[src/rtl/imem_pkg.sv]
// Shared types and constants for the instruction-memory byte-stream loader.
package imem_pkg;

    localparam int PKG_MEM_BYTES = 32;
    localparam int MAX_WORDS     = PKG_MEM_BYTES / 4;

    typedef enum logic [2:0] {
        ST_IDLE,
        ST_LEN,
        ST_DATA,
        ST_CSUM,
        ST_DONE,
        ST_ERR
    } state_t;

    localparam logic [1:0] ERR_NONE = 2'b00;
    localparam logic [1:0] ERR_LEN  = 2'b01;
    localparam logic [1:0] ERR_CSUM = 2'b10;

endpackage

[src/rtl/imem_loader.sv]
// Loads a length-prefixed, XOR-checksummed byte stream into instruction memory
// and holds the core in reset until a load finishes cleanly.
//
// state   | meaning
// IDLE    | after reset, waiting for start
// LEN     | waiting for the word-count byte
// DATA    | writing payload bytes to consecutive addresses
// CSUM    | waiting for the checksum byte
// DONE    | load succeeded, core released
// ERR     | bad length or checksum, core held in reset
module imem_loader
    import imem_pkg::*;
#(
    parameter int MEM_BYTES = imem_pkg::PKG_MEM_BYTES,
    parameter int ADDR_W    = $clog2(MEM_BYTES)
) (
    input  logic              clk,
    input  logic              reset_n,
    input  logic              start,
    input  logic [7:0]        rx_data,
    input  logic              rx_valid,
    output logic              rx_ready,
    output logic              mem_we,
    output logic [ADDR_W-1:0] mem_addr,
    output logic [7:0]        mem_wdata,
    output logic              core_reset,
    output logic              busy,
    output logic              done,
    output logic [1:0]        err_code
);

    localparam int WORDS_MAX = MEM_BYTES / 4;

    state_t            state;
    state_t            state_nxt;
    logic [ADDR_W:0]   cnt;
    logic [ADDR_W:0]   cnt_inc;
    logic [ADDR_W:0]   total;
    logic [7:0]        acc;
    logic              accept;
    logic              len_bad;
    logic              csum_ok;

    assign accept  = rx_valid && rx_ready;
    assign cnt_inc = cnt + {{ADDR_W{1'b0}}, 1'b1};
    assign len_bad = (rx_data == 8'd0) || (int'(rx_data) > WORDS_MAX);
    assign csum_ok = (rx_data == acc);

    always_ff @(posedge clk or negedge reset_n) begin
        if (!reset_n) begin
            state <= ST_IDLE;
        end else begin
            state <= state_nxt;
        end
    end

    always_comb begin
        state_nxt  = state;
        rx_ready   = 1'b0;
        busy       = 1'b0;
        core_reset = 1'b1;
        case (state)
            ST_IDLE, ST_DONE, ST_ERR: begin
                core_reset = (state != ST_DONE);
                if (start) begin
                    state_nxt = ST_LEN;
                end
            end
            ST_LEN: begin
                rx_ready = 1'b1;
                busy     = 1'b1;
                if (accept) begin
                    state_nxt = len_bad ? ST_ERR : ST_DATA;
                end
            end
            ST_DATA: begin
                rx_ready = 1'b1;
                busy     = 1'b1;
                if (accept && (cnt_inc == total)) begin
                    state_nxt = ST_CSUM;
                end
            end
            ST_CSUM: begin
                rx_ready = 1'b1;
                busy     = 1'b1;
                if (accept) begin
                    state_nxt = csum_ok ? ST_DONE : ST_ERR;
                end
            end
            default: begin
                state_nxt = ST_IDLE;
            end
        endcase
    end

    // Datapath: counter, running XOR, registered write port and sticky status.
    always_ff @(posedge clk or negedge reset_n) begin
        if (!reset_n) begin
            cnt       <= '0;
            total     <= '0;
            acc       <= 8'd0;
            mem_we    <= 1'b0;
            mem_addr  <= '0;
            mem_wdata <= 8'd0;
            done      <= 1'b0;
            err_code  <= ERR_NONE;
        end else begin
            mem_we <= 1'b0;
            case (state)
                ST_IDLE, ST_DONE, ST_ERR: begin
                    if (start) begin
                        cnt      <= '0;
                        acc      <= 8'd0;
                        done     <= 1'b0;
                        err_code <= ERR_NONE;
                    end
                end
                ST_LEN: begin
                    if (accept) begin
                        if (len_bad) begin
                            err_code <= ERR_LEN;
                        end else begin
                            // 4*N; the upper bits of N are zero once the range check passes
                            total <= {rx_data[ADDR_W-2:0], 2'b00};
                        end
                    end
                end
                ST_DATA: begin
                    if (accept) begin
                        mem_we    <= 1'b1;
                        mem_addr  <= cnt[ADDR_W-1:0];
                        mem_wdata <= rx_data;
                        acc       <= acc ^ rx_data;
                        cnt       <= cnt_inc;
                    end
                end
                ST_CSUM: begin
                    if (accept) begin
                        if (csum_ok) begin
                            done <= 1'b1;
                        end else begin
                            err_code <= ERR_CSUM;
                        end
                    end
                end
                default: begin
                end
            endcase
        end
    end

endmodule

[config.mk]
export PLATFORM = sky130hd
export DESIGN_NAME = imem_loader
export DESIGN_NICKNAME = d
export VERILOG_FILES = /design/src/rtl/imem_pkg.sv /design/src/rtl/imem_loader.sv
export SDC_FILE = /design/constraint.sdc
export NUM_CORES = 1
export LEC_CHECK = 0
export ABC_AREA = 1
export BUFFER_PORTS_ARGS = -buffer_cell sky130_fd_sc_hd__buf_4
export CORE_UTILIZATION = 55
export CTS_CLUSTER_SIZE = 16
export DETAILED_ROUTE_END_ITERATION = 12
export GPL_TIMING_DRIVEN = 0
export PLACE_DENSITY_LB_ADDON = 0.12
export SYNTH_ARGS = -nofsm -noshare
export SYNTH_HDL_FRONTEND = slang
export SYNTH_SLANG_ARGS = --single-unit
[constraint.sdc]
create_clock -name clk -period 1.76 [get_ports clk]
set_clock_uncertainty 0.15 [all_clocks]
set_input_delay 0.088 -clock clk [delete_from_list [all_inputs] [get_ports clk]]
set_output_delay 0.088 -clock clk [all_outputs]
set_load 0.01 [all_outputs]
==> flow_summary.json, run 1 <==
{
  "status": "finished clean",
  "syn_inst": 244,
  "hold_viol_final": 0,
  "vias": 1721,
  "fin_crit_ns": 1.70,
  "fin_nets": 310,
  "max_freq_mhz": 588,
  "postSynth.asyncResetShare_pct": 100,
  "synth_seq_cells": 38,
  "cp_common_cell": "nand2_1",
  "yosys.cell_count.top_type": "nand2_1",
  "areaGrowthSynthToFinish_pct": 27.9,
  "core_um2": 3360,
  "finalWirelength_um": 4300,
  "ios": 32,
  "grt_pass1_vias": 1567,
  "path_cells": "ha_4, nand2_1, nand2_1, xnor2_1, nor2_1, nand3_1, nand2_2, nand2_2, nand2_1, nand2_1",
  "place_ws_ns": -0.00367,
  "netlist_area_um2": 1960,
  "cts_buffers": 5,
  "synth_compound_area_share_pct": 10.7,
  "cts.path.max_buffers": 2,
  "dieArea_um2": 3800,
  "cpLargestDelayFamily": "simple AND/OR/NAND/NOR gates",
  "start_kind": "register",
  "yosys.area_share.simple_pct": 25.3,
  "drt-pass1-iter-count": 5,
  "via_per_inst": 5.02,
  "synthTopCellsByArea": "dfrtp_1 49%, nand2_1 13%, inv_1 6.5%",
  "worstMarginPinSlew_ns": 0.468,
  "wire_per_inst_um": 12.5,
  "dr.first_iter.drc_count": 69,
  "drv_cap": 0,
  "n_antenna_cell": 0,
  "cts_tree": "built",
  "ys_seq_area_share_pct": 48.6,
  "fin_crit_sh_pct": 96.7,
  "synth_nets": 258,
  "power_mw": 2.83,
  "dieWidth_um": 61.7,
  "worstPathArrival_ns": 1.81,
  "ant_nets": 0,
  "yosys.area.top_type": "dfrtp_1",
  "synth_commonest_cells": "66 x nand2_1, 38 x dfrtp_1, 34 x inv_1, 23 x nand3_1, 17 x o21ai_0",
  "ys_types": 25,
  "worstPathMaxFanout": 5,
  "critPathSlowestCell": "dfrtp_2",
  "relSlewSlack_pct": 68.8,
  "synth_xor_xnor_area_share_pct": 4.03,
  "fillers": 278,
  "dp_hpwl_um": 2910,
  "crit_buf_inv": 0,
  "setup_viol": 0,
  "antenna_found_initial": 0,
  "syn_area_per_cell_um2": 8.02,
  "grt_start_max_net_pins": 39,
  "hold_class": "in2async",
  "rows": 21,
  "synth_fa_ha_area_share_pct": 1.28,
  "ys.flop_type": "dfrtp_1",
  "setup_slack_ns": 0.0587,
  "ys_warn_count": 0,
  "p_leak_nw": 1.22,
  "start_util_pct": 58.2,
  "synthMuxAreaShare_pct": 0,
  "htree_levels": 2,
  "post-route-drc-count": 0,
  "cts_root_buffer": "clkbuf_4",
  "die_h_um": 61.7,
  "synth_top_family_by_area": "simple AND/OR/NAND/NOR gates",
  "slowest_delay_ns": 0.47,
  "clkTransAtPathRegs_ns": 0.12,
  "peakVddDrop_uv": 747,
  "power.density_nw_per_um2": 1130,
  "worst-setup-path-type": "reg2reg",
  "track_usage_pct": 25.0,
  "finalMaxSlewViolations": 0,
  "place.gp.congestion": 0.836,
  "drive_above_1_share_pct": 25.6,
  "cp.required_ns": 1.86,
  "synth_top_area_share_pct": 48.6,
  "clock_sinks": 38,
  "endpoint_kind": "register",
  "port-buffer-count": 31,
  "synth_edf_count": 0,
  "overflow": 0,
  "clock_latency_ns": 0.35,
  "grt_pass1_wl_um": 6750
}
## final cells by class
cell class / count / area, um^2 / share of cell area [%]
clock buffers: 6 / 51.3 / 2.05
plain buffers: 6 / 56.3 / 2.25
repair buffers: 45 / 365 / 14.6
multi-input cells: 162 / 857 / 34.3
clock inverters: 2 / 12.5 / 0.500
flip-flops and latches: 38 / 960 / 38.3
inverters: 38 / 143 / 5.70
well taps: 46 / 57.6 / 2.30
## worst register-to-register path: stages (launching register included)
cell and delay, ns:
dfrtp_2 0.47, ha_4 0.20, nand2_1 0.08, nand2_1 0.07, xnor2_1 0.14, nor2_1 0.12, nand3_1 0.11, nand2_2 0.12
nand2_2 0.06, nand2_1 0.06, nand2_1 0.04
## placed cells by master (no fill, tap or decap)
master / Yosys / routed
o22ai_1: 4 / 4
buf_6: 4 / 4
o21ai_2: 2 / 2
nand2_1: 66 / 61
inv_2: 4 / 5
ha_1: 2 / 1
nor3_1: 2 / 2
nor3_2: 1 / 1
nand2_2: 1 / 6
nand3_1: 23 / 21
clkinvlp_4: 0 / 1
o21bai_1: 1 / 1
nor2_1: 15 / 14
ha_4: 0 / 1
dlygate4sd3_1: 0 / 11
clkbuf_8: 0 / 1
inv_1: 34 / 33
nand3_4: 0 / 1
o21ai_0: 17 / 16
o21ai_1: 10 / 11
a21oi_1: 1 / 1
clkbuf_1: 1 / 1
a21boi_4: 1 / 1
nor2_2: 2 / 2
xor2_1: 4 / 4
buf_4: 1 / 35
nand3_2: 0 / 1
dfrtp_2: 0 / 7
nor2_4: 1 / 2
clkbuf_4: 0 / 5
dfrtp_1: 38 / 31
nand4_1: 4 / 4
xnor2_1: 5 / 5
clkinv_2: 0 / 1
## state kept, by name, indices dropped and copies added (netlist names)
signal / flops
acc: 8
cnt: 6
done: 1
err_code: 2
mem_addr: 5
mem_wdata: 8
mem_we: 1
state: 3
total: 4
## through the flow
step                      hold WS (ns)  cell area (um^2)  TNS [ns]  instances  util [%]
after floorplan                 -0.358              1960         0        244         -
after global placement         -0.0714              2250         0        321      66.8
after detailed placement       -0.0728              2250  -0.00481        321      66.8
after CTS                       0.0863              2420         0        340      72.1
after global routing             0.140              2500    -0.116        343      74.4
final                           0.0877              2500         0        343      74.4
## metal layers
layer	track usage, %	part of all wire (%)	vias up
li1	-	-	871
met1	31.9	44	796
met2	42.9	52	47
met3	5.04	2.9	7
met4	7.30	1.1	0
met5	0	0	-
## final timing paths
path                                   from          end  slack [ns]  depth (start not counted)
worst max-delay path                 cnt[1]     state[2]        0.06                         10
worst min-delay path                reset_n  mem_addr[4]        0.09                          2
worst max register to register       cnt[1]     state[2]        0.06                         10
worst min register to register  err_code[0]  err_code[0]        0.34                          2
max in group asynchronous           reset_n       cnt[0]        1.02                          2
min in group clk                err_code[0]  err_code[0]        0.34                          2
## timing repair
item | in CTS | in global routing
buffers inserted | 0 | 3
gates resized for setup | 1 | 20
setup endpoints to repair | 2 | 23
pin swaps | 0 | 8
endpoints found under the hold margin | 60 | 0
hold buffers | 11 | 0
## where the power goes
group | switching [mW] | internal (mW)
Sequential | 0.149 | 1.06
Clock | 0.297 | 0.192
Combinational | 0.617 | 0.515
Total | 1.06 | 1.77
## kinds of logic (layout without fill, tap and decap cells)
kind of cell	Yosys count	count (layout)
buffers and inverters	44	97
and+or+nand+nor	115	115
xor gates and xnor gates	9	9
AOI/OAI and AO/OA	36	36
adders and majority gates	2	2
DFF	38	38
No activity file was read; power rests on OpenSTA's default activity.
==> run 2, diff against run 1 <==
--- a/config.mk
+++ b/config.mk
@@ -12,6 +12,7 @@
 export DETAILED_ROUTE_END_ITERATION = 12
 export GPL_TIMING_DRIVEN = 0
 export PLACE_DENSITY_LB_ADDON = 0.12
+export SKIP_LAST_GASP = 1
 export SYNTH_ARGS = -nofsm -noshare
 export SYNTH_HDL_FRONTEND = slang
 export SYNTH_SLANG_ARGS = --single-unit
==> constraint.sdc (replaced) <==
create_clock -name clk -period 1.76 [get_ports clk]
set_clock_uncertainty 0.15 [all_clocks]
set_input_delay 0.176 -clock clk [delete_from_list [all_inputs] [get_ports clk]]
set_output_delay 0.176 -clock clk [all_outputs]
set_load 0.01 [all_outputs]
==> run 2 against run 1 <==
Core utilization down 0.52 points. Worst setup slack worse by 0.011 ns. Combinational power up 4%. Power up 1.5%. Non-clock buffer count down 1. Register-to-register slack about the same. Cell area down 0.70%. First-iteration DRC count down 12%. Maximum frequency down 0.65%. Wire length up 0.28%. Critical endpoint unchanged. Largest power group unchanged.
==> flow_summary.json, run 2 (same netlist as run 1, synthesis figures left out) <==
{
  "status": "finished clean",
  "fin_nets": 309,
  "cts_root_buffer": "clkbuf_4",
  "fin_area_um2": 2480,
  "intPower_mw": 1.80,
  "power_frac_seq_pct": 42.2,
  "slowest_delay_ns": 0.47,
  "post-route-drc-count": 0,
  "worst-setup-path-type": "reg2reg",
  "core_um2": 3360,
  "drive_above_1_share_pct": 26.4,
  "die_h_um": 61.7,
  "p_switching_mw": 1.08,
  "fin_crit_ns": 1.71,
  "p_leak_nw": 1.22,
  "dp_hpwl_um": 2910,
  "n_antenna_cell": 0,
  "endpoint_kind": "register",
  "drt-pass1-iter-count": 4,
  "register_area_um2": 960,
  "cp.required_ns": 1.86,
  "final_common_cell": "nand2_1",
  "netSwitchingFraction_pct": 37.4,
  "crit_buf_inv": 0,
  "via_per_inst": 4.97,
  "cpLargestDelayFamily": "simple AND/OR/NAND/NOR gates",
  "grt_pass1_vias": 1554,
  "multi_input_area_um2": 855,
  "hold_class": "in2reg",
  "peakVddDrop_uv": 698,
  "path_cells": "ha_4, nand2_1, nand2_1, xnor2_1, nor2_1, nand3_1, nand2_2, nand2_2, nand2_1, nand2_1",
  "start_util_pct": 58.2,
  "dieArea_um2": 3800,
  "grt_start_max_net_pins": 39,
  "clockPowerShare_pct": 17.1,
  "placedCellCount": 321,
  "finalWirelength_um": 4320,
  "worstPathMaxFanout": 5,
  "max_freq_mhz": 584,
  "power_frac_comb_pct": 40.8,
  "final_cell_mix": "62 x nand2_1, 37 x buf_4, 32 x inv_1",
  "cts_buffers": 5,
  "start_kind": "register",
  "drv_cap": 0,
  "worstMarginPinSlew_ns": 0.463,
  "place.gp.congestion": 0.836,
  "clock_latency_ns": 0.34,
  "ant_nets": 0,
  "fin_tns_setup_ns": 0,
  "dpl_cell_area_um2": 2250,
  "wire_per_inst_um": 12.6,
  "worstPathArrival_ns": 1.81,
  "dr.first_iter.drc_count": 61,
  "cts_tree": "built",
  "port-buffer-count": 31,
  "vias": 1701,
  "clkTransAtPathRegs_ns": 0.12,
  "htree_levels": 2,
  "finalMaxSlewViolations": 0,
  "stdcell_count": 342,
  "rsz0062_at_grt": "yes",
  "largestRegisters": "acc x8, mem_wdata x8, cnt x6",
  "track_usage_pct": 24.7,
  "ios": 32,
  "setup_viol": 0,
  "overflow": 0,
  "rows": 21,
  "dieWidth_um": 61.7,
  "fin_crit_sh_pct": 97.3,
  "power.density_nw_per_um2": 1160,
  "cts.path.max_buffers": 2,
  "fillers": 287,
  "critPathSlowestCell": "dfrtp_2",
  "antenna_found_initial": 0,
  "cp_common_cell": "nand2_1",
  "grt_pass1_wl_um": 6660,
  "areaGrowthSynthToFinish_pct": 27.0,
  "relSlewSlack_pct": 69.1,
  "clock_sinks": 38,
  "hold_viol_final": 0
}
[run 2: worst reg2reg max path, stage by stage, from the launching register on]
cell and delay [ns]:
dfrtp_2 0.47, ha_4 0.21, nand2_1 0.08, nand2_1 0.07, xnor2_1 0.14, nor2_1 0.12, nand3_1 0.11, nand2_2 0.12
nand2_2 0.06, nand2_1 0.06, nand2_1 0.04
[run 2: power by group through the flow]
stage          Clock (mW)  Sequential, mW  Combinational [mW]
2_1_floorplan           0            1.25               0.624
5_1_grt             0.544            1.23                1.31
3_5_place_dp            0            1.22                1.09
6_report            0.491            1.21                1.17
4_1_cts             0.492            1.20                1.11
3_3_place_gp            0            1.21                1.08
[run 2: path summary, 6_finish.rpt]
check                      cells after the start  slack (ns)   startpoint          end
max reg2reg                                   10        0.05       cnt[1]     state[2]
max                                           10        0.05       cnt[1]     state[2]
max in group asynchronous                      2        0.93      reset_n       cnt[2]
min                                            3        0.01   rx_data[0]       acc[0]
min in group asynchronous                      2        0.17      reset_n  mem_addr[4]
min reg2reg                                    2        0.34  err_code[0]  err_code[0]
[run 2: repair_timing]
item	in CTS	in global routing
hold endpoints to repair	45	0
resized for setup	1	22
endpoints found under the setup margin	2	25
pin swaps	0	11
setup buffers	0	5
hold buffers	8	0
[run 2: through the flow]
step / hold slack, ns / utilization [%] / setup slack, ns / power [mW]
after floorplan: -0.270 / - / 0.169 / 1.88
after global routing: 0.0257 / 73.9 / -0.0552 / 3.09
after detailed placement: 0.0152 / 66.8 / -0.00367 / 2.31
after CTS: 0.00722 / 71.2 / 0.0326 / 2.80
final: 0.0118 / 73.9 / 0.0476 / 2.88
after global placement: 0.0166 / 66.8 / 0.0185 / 2.29
[run 2: routing by layer]
layer | wire length [um] | vias up | global-route usage [%]
li1 | - | 874 | -
met1 | 1930 | 788 | 31.0
met2 | 2190 | 30 | 42.9
met3 | 126 | 9 | 5.04
met4 | 66 | 0 | 7.30
met5 | 0 | - | 0
[run 2: cell type report]
type,count,share of cell area [%]
Clock buffer,6,2.06
Tap cell,46,2.32
Clock inverter,2,0.504
Timing Repair Buffer,44,14.1
Multi-Input combinational cell,162,34.4
Buffer,6,2.27
Inverter,38,5.74
Sequential cell,38,38.6
==> run 3, diff against run 2 <==
--- a/config.mk
+++ b/config.mk
@@ -7,7 +7,7 @@
 export LEC_CHECK = 0
 export ABC_AREA = 1
 export BUFFER_PORTS_ARGS = -buffer_cell sky130_fd_sc_hd__buf_4
-export CORE_UTILIZATION = 55
+export CORE_UTILIZATION = 50
 export CTS_CLUSTER_SIZE = 16
 export DETAILED_ROUTE_END_ITERATION = 12
 export GPL_TIMING_DRIVEN = 0
==> constraint.sdc (replaced) <==
create_clock -name clk -period 1.45 [get_ports clk]
set_clock_uncertainty 0.15 [all_clocks]
set_input_delay 0.145 -clock clk [delete_from_list [all_inputs] [get_ports clk]]
set_output_delay 0.145 -clock clk [all_outputs]
set_load 0.01 [all_outputs]
==> run 3 against run 2 <==
The flow now finishes with violations (negative setup slack). Final cell count up 4.1%. Via count up 8.8%. Cell area up 19%. Maximum frequency grew 3.7%. Sequential share of layout area down 6.2 points. Worst setup slack got worse by 0.25 ns. Flip-flop and latch count is the same.
==> flow_summary.json, run 3 (same netlist as run 1, synthesis figures left out) <==
{
  "htree_levels": 2,
  "finalMaxSlewViolations": 0,
  "peakVddDrop_uv": 874,
  "path_cells": "ha_4, nand3_2, nand2_2, nand3_2, nand2_1, nor2_1, nand3_1, nand2_2, nand2_2, nand2_1, nand2_1",
  "cpLargestDelayFamily": "simple AND/OR/NAND/NOR gates",
  "p_leak_nw": 1.43,
  "overflow": 0,
  "finalWirelength_um": 5430,
  "cts.path.max_buffers": 2,
  "worstPathMaxFanout": 5,
  "relSlewSlack_pct": 66.3,
  "rows": 22,
  "antenna_found_initial": 0,
  "worstSetupPathDepth": 11,
  "clock_sinks": 38,
  "drv_cap": 0,
  "max_freq_mhz": 606,
  "start_kind": "register",
  "clock_latency_ns": 0.30,
  "grt_pass1_vias": 1870,
  "n_antenna_cell": 0,
  "port-buffer-count": 31,
  "worst-setup-path-type": "reg2reg",
  "worstMarginPinSlew_ns": 0.506,
  "grt_pass1_wl_um": 8630,
  "dieWidth_um": 64.6,
  "dieArea_um2": 4170,
  "dpl_cell_area_um2": 2280,
  "hold_viol_final": 0,
  "dp_hpwl_um": 3020,
  "dr.first_iter.drc_count": 122,
  "via_per_inst": 5.20,
  "clkTransAtPathRegs_ns": 0.08,
  "vias": 1850,
  "largestRegisters": "acc x8, mem_wdata x8, cnt x6",
  "grt_start_max_net_pins": 39,
  "rsz0062_at_grt": "yes",
  "r2r_cells": 11,
  "crit_buf_inv": 0,
  "status": "complete, but fails checks",
  "fin_crit_sh_pct": 114,
  "final_cell_mix": "47 x nand2_1, 39 x buf_4, 32 x dfrtp_1",
  "cp.required_ns": 1.49,
  "slowest_delay_ns": 0.45,
  "die_h_um": 64.6,
  "drive_above_1_share_pct": 44.8,
  "cts_buffers": 5,
  "final_common_cell": "nand2_1",
  "hold_class": "in2reg",
  "power.density_nw_per_um2": 1540,
  "cts_tree": "built",
  "track_usage_pct": 27.9,
  "start_util_pct": 52.7,
  "endpoint_kind": "register",
  "setup_viol": 39,
  "critPathSlowestCell": "dfrtp_2",
  "min_path_cells": 3,
  "placedCellCount": 323,
  "fin_crit_ns": 1.65,
  "holdWs_ns": 0.00738,
  "power_mw": 4.55,
  "worstPathArrival_ns": 1.69,
  "final_core_util_pct": 79.5,
  "post-route-drc-count": 0,
  "drt-pass1-iter-count": 4,
  "ios": 32,
  "place_ws_ns": -0.268,
  "violations": "negative setup slack",
  "ant_nets": 0,
  "core_um2": 3720,
  "wire_per_inst_um": 15.2,
  "fin_tns_setup_ns": -3.26,
  "fin_nets": 321,
  "stdcell_count": 356,
  "fin_area_um2": 2950,
  "cts_root_buffer": "clkbuf_8",
  "setup_slack_ns": -0.201,
  "place.gp.congestion": 0.822,
  "areaGrowthSynthToFinish_pct": 51.0
}
==> run 3: cell types whose count changed in the layout (fill, tap and decap cells not counted), moves of 5 or more <==
cell | before | now
nand2_1 | 62 | 47
o21ai_2 | 2 | 14
nand2_2 | 5 | 16
o21ai_0 | 14 | 3
buf_6 | 4 | 12
clkbuf_4 | 5 | 0
clkbuf_8 | 1 | 6
nor2_1 | 14 | 9
==> run 3: path summary, 6_finish.rpt <==
check                      slack (ns)        start            to
min in group asynchronous        0.20      reset_n   mem_addr[0]
max in group asynchronous        0.56      reset_n        cnt[1]
setup reg to reg                -0.20       cnt[0]      state[1]
hold reg to reg                  0.33  err_code[1]   err_code[1]
hold / removal                  0.007   rx_data[7]  mem_wdata[7]
setup / recovery                -0.20       cnt[0]      state[1]
==> run 3: power breakdown <==
group          internal (mW)  total [mW]  switching (mW)
sequential              1.29        1.49           0.201
clock                  0.734        1.13           0.397
combinational          0.932        1.93           0.994
==> run 3: layer usage <==
layer	vias up	share of wire [%]	wire, um	global-route usage [%]
met2	34	53	2890	49.6
met4	0	1.9	104	11.4
met5	-	0	0	0
met1	904	42	2260	33.4
met3	11	3.1	169	4.40
li1	901	-	-	-
==> run 3: what timing repair did <==
item / CTS / global route
resized for setup: 56 / 50
cloned: 3 / 0
buffers inserted: 13 / 3
hold buffers: 6 / 0
setup endpoints to repair: 41 / 40
endpoints found under the hold margin: 43 / 0
pin swaps: 10 / 17
==> run 3: tightest hold or removal path: stages <==
cell and delay (ns):
buf_4 0.13, inv_1 0.08, o21ai_1 0.07
==> run 3: cell type report <==
class | instances | area [um^2]
buffer | 6 | 76.3
clock buffer | 6 | 82.6
clock inverter | 2 | 60.1
fill | 242 | 762
inverter | 38 | 155
multi-input combinational | 162 | 1060
sequential | 38 | 958
tap | 48 | 60.1
timing repair buffer | 56 | 504
